[src/rtl/ram_scan_reader_pkg.sv]
// rtl/ram_scan_reader_pkg.sv - scan reader FSM encoding and shared 7-segment glyph table
package ram_scan_reader_pkg;

    localparam logic [1:0] ST_WAIT_TICK = 2'd0;
    localparam logic [1:0] ST_READ      = 2'd1;
    localparam logic [1:0] ST_CAPTURE   = 2'd2;

    // Active-low {g,f,e,d,c,b,a}, listed F down to 0 so entry N sits at index N.
    localparam logic [15:0][6:0] SEG7_TABLE = {
        7'b0001110, 7'b0000110, 7'b0100001, 7'b1000110,
        7'b0000011, 7'b0001000, 7'b0010000, 7'b0000000,
        7'b1111000, 7'b0000010, 7'b0010010, 7'b0011001,
        7'b0110000, 7'b0100100, 7'b1111001, 7'b1000000
    };

    function automatic logic [6:0] seg7_glyph(input logic [3:0] nibble);
        return SEG7_TABLE[nibble];
    endfunction

endpackage

[src/rtl/hex_to_seg7.sv]
// rtl/hex_to_seg7.sv - 4-bit value to active-low 7-segment glyph
module hex_to_seg7
    import ram_scan_reader_pkg::*;
(
    input  logic [3:0] nibble,
    output logic [6:0] seg
);

    assign seg = seg7_glyph(nibble);

endmodule

[src/rtl/ram_scan_reader.sv]
// rtl/ram_scan_reader.sv - steps through a synchronous-read RAM and shows address/data on hex displays
module ram_scan_reader
    import ram_scan_reader_pkg::*;
#(
    parameter int ADDR_W     = 5,
    parameter int DATA_W     = 4,
    parameter int TICK_DIV   = 50_000_000,
    parameter int RD_LATENCY = 1
) (
    input  logic              CLK,
    input  logic              RST,
    input  logic              EN,
    input  logic              STEP,
    output logic [ADDR_W-1:0] RD_ADDR,
    input  logic [DATA_W-1:0] RD_DATA,
    output logic [ADDR_W-1:0] CUR_ADDR,
    output logic [DATA_W-1:0] CUR_DATA,
    output logic              DATA_VALID,
    output logic [6:0]        HEX_ADDR0,
    output logic [6:0]        HEX_ADDR1,
    output logic [6:0]        HEX_DATA
);

    localparam int          CNT_W    = $clog2(TICK_DIV);
    localparam logic [1:0]  LAT_LAST = 2'(RD_LATENCY - 1);

    logic [1:0]        state_q, state_d;
    logic [CNT_W-1:0]  cnt_q, cnt_d;
    logic [1:0]        lat_cnt_q, lat_cnt_d;
    logic [ADDR_W-1:0] rd_addr_q, rd_addr_d;
    logic [ADDR_W-1:0] cur_addr_q, cur_addr_d;
    logic [DATA_W-1:0] cur_data_q, cur_data_d;
    logic              data_valid_q, data_valid_d;
    logic              tick;
    logic              trigger;

    assign tick    = (cnt_q == CNT_W'(TICK_DIV - 1));
    assign trigger = (EN & tick) | (~EN & STEP);

    always_comb begin
        state_d      = state_q;
        cnt_d        = cnt_q;
        lat_cnt_d    = lat_cnt_q;
        rd_addr_d    = rd_addr_q;
        cur_addr_d   = cur_addr_q;
        cur_data_d   = cur_data_q;
        data_valid_d = 1'b0;
        case (state_q)
            ST_WAIT_TICK: begin
                if (EN) begin
                    cnt_d = tick ? '0 : cnt_q + CNT_W'(1);
                end
                if (trigger) begin
                    state_d   = ST_READ;
                    lat_cnt_d = 2'd0;
                end
            end
            ST_READ: begin
                // Data is sampled on leaving READ so CUR_*/DATA_VALID appear together in CAPTURE.
                lat_cnt_d = lat_cnt_q + 2'd1;
                if (lat_cnt_q == LAT_LAST) begin
                    state_d      = ST_CAPTURE;
                    cur_data_d   = RD_DATA;
                    cur_addr_d   = rd_addr_q;
                    data_valid_d = 1'b1;
                end
            end
            ST_CAPTURE: begin
                rd_addr_d = rd_addr_q + ADDR_W'(1);
                state_d   = ST_WAIT_TICK;
            end
            default: state_d = ST_WAIT_TICK;
        endcase
    end

    always_ff @(posedge CLK) begin
        if (RST) begin
            state_q      <= ST_WAIT_TICK;
            cnt_q        <= '0;
            lat_cnt_q    <= 2'd0;
            rd_addr_q    <= '0;
            cur_addr_q   <= '0;
            cur_data_q   <= '0;
            data_valid_q <= 1'b0;
        end else begin
            state_q      <= state_d;
            cnt_q        <= cnt_d;
            lat_cnt_q    <= lat_cnt_d;
            rd_addr_q    <= rd_addr_d;
            cur_addr_q   <= cur_addr_d;
            cur_data_q   <= cur_data_d;
            data_valid_q <= data_valid_d;
        end
    end

    assign RD_ADDR    = rd_addr_q;
    assign CUR_ADDR   = cur_addr_q;
    assign CUR_DATA   = cur_data_q;
    assign DATA_VALID = data_valid_q;

    hex_to_seg7 u_hex_addr0 (.nibble(4'(cur_addr_q)),      .seg(HEX_ADDR0));
    hex_to_seg7 u_hex_addr1 (.nibble(4'(cur_addr_q >> 4)), .seg(HEX_ADDR1));
    hex_to_seg7 u_hex_data  (.nibble(4'(cur_data_q)),      .seg(HEX_DATA));

endmodule

[config.mk]
export PLATFORM = sky130hd
export DESIGN_NAME = ram_scan_reader
export DESIGN_NICKNAME = d
export VERILOG_FILES = /design/src/rtl/ram_scan_reader_pkg.sv /design/src/rtl/hex_to_seg7.sv /design/src/rtl/ram_scan_reader.sv
export SDC_FILE = /design/constraint.sdc
export NUM_CORES = 1
export LEC_CHECK = 0
export ABC_CLOCK_PERIOD_IN_PS = 2670
export CORE_MARGIN = 10
export CORE_UTILIZATION = 35
export DETAILED_ROUTE_END_ITERATION = 8
export SYNTH_ARGS = -nofsm -noshare
export SYNTH_HDL_FRONTEND = slang
export SYNTH_HIERARCHICAL = 1
export SYNTH_SLANG_ARGS = --single-unit
[constraint.sdc]
create_clock -name CLK -period 2.67 [get_ports CLK]
set_input_delay 0.534 -clock CLK [delete_from_list [all_inputs] [get_ports CLK]]
set_output_delay 0.534 -clock CLK [all_outputs]
set_load 0.02 [all_outputs]
---- Word-level counts from Yosys, hierarchy flattened ----
Memories as Yosys holds them, arrays and structs flattened. A register that Yosys moved wholly into a read port is not among the register bits.
Cells that the tools add are included.
cells by class
  add/sub/neg operators ................... 3
  order comparisons ....................... 3
  eq/ne operators ......................... 5
  multiplexer cells ....................... 15
  bitwise operators ....................... 5
  reductions and logical operators ........ 8
operator list
  cell                                                  number
  adder 26 x 1 -> 26 bit (second input constant)        1
  equality test 26 bit (second input constant)          1
  2-to-1 mux 26 bit                                     1
  2-to-1 mux 7 bit                                      3
  2-to-1 mux 4 bit                                      4
  < comparator 4 x 5 -> 1 bit (second input constant)   2
  one-hot mux 2 bit (2 select lines)                    2
  AND reduction 2 bit                                   4
  2-to-1 mux 2 bit                                      3
  2-to-1 mux 6 bit                                      1
  adder 5 x 1 -> 5 bit (second input constant)          1
  < comparator 1 x 5 -> 1 bit (second input constant)   1
  logical NOT 2 bit                                     2
  inequality test 2 bit (second input constant)         2
  adder 2 x 1 -> 2 bit (second input constant)          1
  AND 1 bit                                             2
  equality test 2 x 1 -> 1 bit (second input constant)  1
  equality test 2 bit (second input constant)           1
  NOT 1 bit                                             2
  nonzero test 2 bit                                    1
  OR reduction 2 bit                                    1
  2-to-1 mux 1 bit                                      1
  OR 1 bit                                              1
storage, ports and cells
  register bits after elaboration ......... 45
  bits in read-only memories .............. 224
  bits of input ports ..................... 8
  output and inout port bits .............. 36
  logic and storage cells ................. 48
  memories ................................ 2
memories
  memory            depth  width  read ports  clocked after memory_dff  write ports  line                       text
  (name not given)  16     7      1           1                         0            ram_scan_reader_pkg.sv:17  return SEG7_TABLE[nibble];
  (name not given)  16     7      1           1                         0            ram_scan_reader_pkg.sv:17

---- Depth between registers and ports, before layout ----
  depth in word-level cells ............... 5
  depth in mapped cells ................... 7
  depth with buffers taken out ............ 6

---- Hierarchy ----
Netlist, hierarchy kept.
modules (own cells, without submodules)
  module                         instances  cells each  area an instance (sq um)  seq. area each (sq um)
  ram_scan_reader                1          225         1959.4                    900.9
  hex_to_seg7 (u_hex_addr1 ...)  2          32          275.3                     0.0
  hex_to_seg7 (u_hex_addr0)      1          35          270.3                     0.0

---- Least setup slack after synthesis ----
No wires, ideal clock.
  path kind ............................... register to output
  from .................................... register, netlist name CUR_DATA[0]
  to ...................................... output HEX_DATA[3]
  data arrival time ....................... 1.613 ns
  required time ........................... 2.136 ns
  slack ................................... 0.523 ns
  stages on the path, launching flop included .. 5
  cells stage by stage .................... dfxtp_1 -> inv_1 -> ha_1 -> inv_1 -> mux4_1
RTL lines
  item       line                   text
  to (decl)  ram_scan_reader.sv:21  output logic [6:0] HEX_DATA

==> results.sh <==
export IMPL_status="finished, final reports clean"
export IMPL_netlist_area_mm2=0.00278
export IMPL_timing_fmax_ghz=0.395
export IMPL_maxCapViolCount=0
export IMPL_nets=405
export IMPL_grt_pass1_wl_um=9540
export IMPL_avgSynthCellArea_um2=8.58
export IMPL_power_frac_clock=0.319
export IMPL_finalPower_mw=1.31
export IMPL_cts_hold_buffers=0
export IMPL_ys_flop_type="dfxtp_1"
export IMPL_post_route_period_util=0.949
export IMPL_cp_max_fo=7
export IMPL_r2r_setup_slack_ns=0.75
export IMPL_hp_start="RD_ADDR[4]"
export IMPL_cts_tree="built"
export IMPL_insertion_delay_ns=0.29
export IMPL_num_rows=32
export IMPL_setup_violations=0
export IMPL_final_common_cell="nor2_1"
export IMPL_worst_setup_path_start_kind="flip-flop"
export IMPL_ff2ff_path_depth=5
export IMPL_cts_root_buf="clkbuf_8"
export IMPL_drc=0
export IMPL_dp_hpwl_um=4330
export IMPL_p_sw_frac=0.273
export IMPL_cp_arrival_ns=2.00
export IMPL_endpoint_kind="primary output"
export IMPL_tightest_slew_ns=0.754
export IMPL_slew_viol_final=0
export IMPL_die_x_um=109
export IMPL_vias=2262
export IMPL_place_congestion=0.692
export IMPL_peakVddDrop_mv=0.232
export IMPL_power_density_mw_per_mm2=388
export IMPL_die_area_mm2=0.0119
export IMPL_drtIter0Drc=65
export IMPL_syn_inst=324
export IMPL_min_delay_worst_endpoint="CUR_ADDR[4]"
export IMPL_fin_skew_ns=0.00844
export IMPL_core_mm2=0.00773
export IMPL_routed_wl_um=5690
export IMPL_initial_core_util=0.360
export IMPL_period_needed_ns=2.53
export IMPL_synth_edff_count=0
export IMPL_critPathKind="reg2out"
export IMPL_switchingPower_uw=358
export IMPL_antenna_cells=0
export IMPL_power_frac_seq=0.533
export IMPL_clkTransAtPathRegs_ns=0.09
export IMPL_wl_per_cell_um=11.9
export IMPL_area_growth_pct=21.7
export IMPL_antenna_found_initial=0
export IMPL_synthArstFlopShare=0
export IMPL_intPower_uw=956
export IMPL_worstHoldPathCells=2
export IMPL_drt_antenna_violating_nets=0
export IMPL_grt_overflow_total=0
export IMPL_numPortBuffers=40
export IMPL_yosysSeqAreaShare=0.324
export IMPL_viasPerCell=4.75
export IMPL_yosys_cell_types_count=46
export IMPL_ios=44
export IMPL_p_comb_frac=0.148
export IMPL_clockBufferDepth=2
export IMPL_cts_sinks=45
export IMPL_n_fill_cell=799
export IMPL_fin_tns_setup_ns=0
export IMPL_grt_max_degree=24
export IMPL_yosys_register_bits=45
export IMPL_timing_rr_end="cnt_q[13]"
export IMPL_required_ns=2.14
export IMPL_grt_usage=0.0956
export IMPL_p_leak_nw=1.31
export IMPL_drtPass1Iterations=4
export IMPL_hold_violations=0
export IMPL_ys_warn_count=6
export IMPL_htree_num_levels=2
export IMPL_hold_path_class="reg2reg"
export IMPL_die_y_um=109
export IMPL_slew_headroom=0.493
export IMPL_rsz0062_at_grt="no"
export IMPL_drive_gt1_frac=0.0775
export IMPL_grt_pass1_vias=2061
export IMPL_r2r_start="cnt_q[7]"
export IMPL_layout_common_cells="nor2_1 (55), dfxtp_1 (43), nand2_1 (38)"
export IMPL_cts_made_buffers=5
## synthesized netlist by cell type (2+ instances only)
cell type,n,area share
nor2_1,55,0.074
dfxtp_1,45,0.32
nand2_1,38,0.051
xor2_1,25,0.079
ha_1,24,0.11
a21oi_1,18,0.032
mux2i_1,14,0.050
nand3_1,14,0.025
inv_1,12,0.016
nand4_1,11,0.025
o21ai_0,6,0.011
buf_2,5,0.0090
a22o_1,4,0.013
a32o_1,3,0.011
buf_6,3,0.012
clkbuf_1,3,0.0041
or3b_1,3,0.0095
xnor2_1,3,0.0095
a21o_1,2,0.0054
and2b_2,2,0.0063
and3_1,2,0.0045
buf_8,2,0.011
mux2_2,2,0.0081
mux4_1,2,0.019
nand2b_1,2,0.0045
nor3_1,2,0.0036
nor3_4,2,0.012
nor4_1,2,0.0045
## layer usage
metal | up-vias | part of all wire | track usage
li1 | 1193 | - | -
met1 | 1033 | 0.46 | 0.115
met2 | 34 | 0.46 | 0.165
met3 | 2 | 0.069 | 0.0265
met4 | 0 | 0.0040 | 0.0226
met5 | - | 0 | 0
## area by class of cell
type	instances	area, µm²	share of cell area
multi-input combinational	262	1760	0.521
clock inverter	3	21.3	0.00629
inverter	13	48.8	0.0144
tap	102	128	0.0377
sequential	45	903	0.267
clock buffer	5	68.8	0.0203
timing repair buffer	46	449	0.133
## what timing repair did
| item | 4_1_cts | 5_1_grt |
|---|---|---|
| gates resized for setup | 1 | 4 |
| setup endpoints to repair | 1 | 4 |
| hold endpoints to repair | 0 | 0 |
| setup buffers | 0 | 0 |
## sequential cells by signal, summed over array words and instances (netlist names)
register,cells
cnt_q,26
CUR_ADDR,5
RD_ADDR,5
CUR_DATA,4
lat_cnt_q,2
state_q,2
DATA_VALID,1
## worst max-delay path: stages, from the launching register on
cell	delay (ns)
dfxtp_1	0.33
buf_4	0.16
ha_1	0.23
mux2_2	0.27
a22o_1	0.18
clkdlybuf4s50_1	0.54
## per-stage QoR
stage / hold slack (ns) / cell area [µm²] / utilization / instances / setup slack, ns
after floorplan: 0.467 / 2810 / - / 333 / 0.523
after global placement: 0.476 / 3290 / 0.425 / 468 / 0.167
after detailed placement: 0.484 / 3290 / 0.425 / 468 / 0.115
after CTS: 0.497 / 3380 / 0.437 / 476 / 0.000870
after global routing: 0.521 / 3380 / 0.438 / 476 / 0.0364
final: 0.482 / 3380 / 0.438 / 476 / 0.136
## cells by family after synthesis
family / count (synthesis) / synth area share
simple gates: 143 / 0.252
flops: 45 / 0.324
compound gates: 38 / 0.0873
xor+xnor: 28 / 0.0882
buf+inv: 26 / 0.0536
fa+ha+maj: 24 / 0.108
mux: 19 / 0.0855
other cells: 1 / 0.00135
## how the worst max path moves through the flow
stage	startpoint	end	slack (ns)	depth (start not counted)
finish	CUR_DATA[0]	HEX_DATA[6]	0.14	5
global route	CUR_ADDR[3]	HEX_ADDR0[1]	0.04	3
CTS	CUR_DATA[3]	HEX_DATA[3]	0.0009	2
detailed placement	EN	cnt_q[13]	0.12	6
global placement	EN	cnt_q[13]	0.17	6
floorplan	CUR_DATA[0]	HEX_DATA[3]	0.52	4
## power groups by stage
stage               registers [mW]  logic, mW  clock network, mW
finish                       0.700      0.194              0.419
detailed placement           0.715      0.196                  0
global route                 0.703      0.216              0.461
global placement             0.715      0.194                  0
floorplan                    0.716      0.132                  0
CTS                          0.700      0.195              0.437
Power figures use the tool's default switching activity.
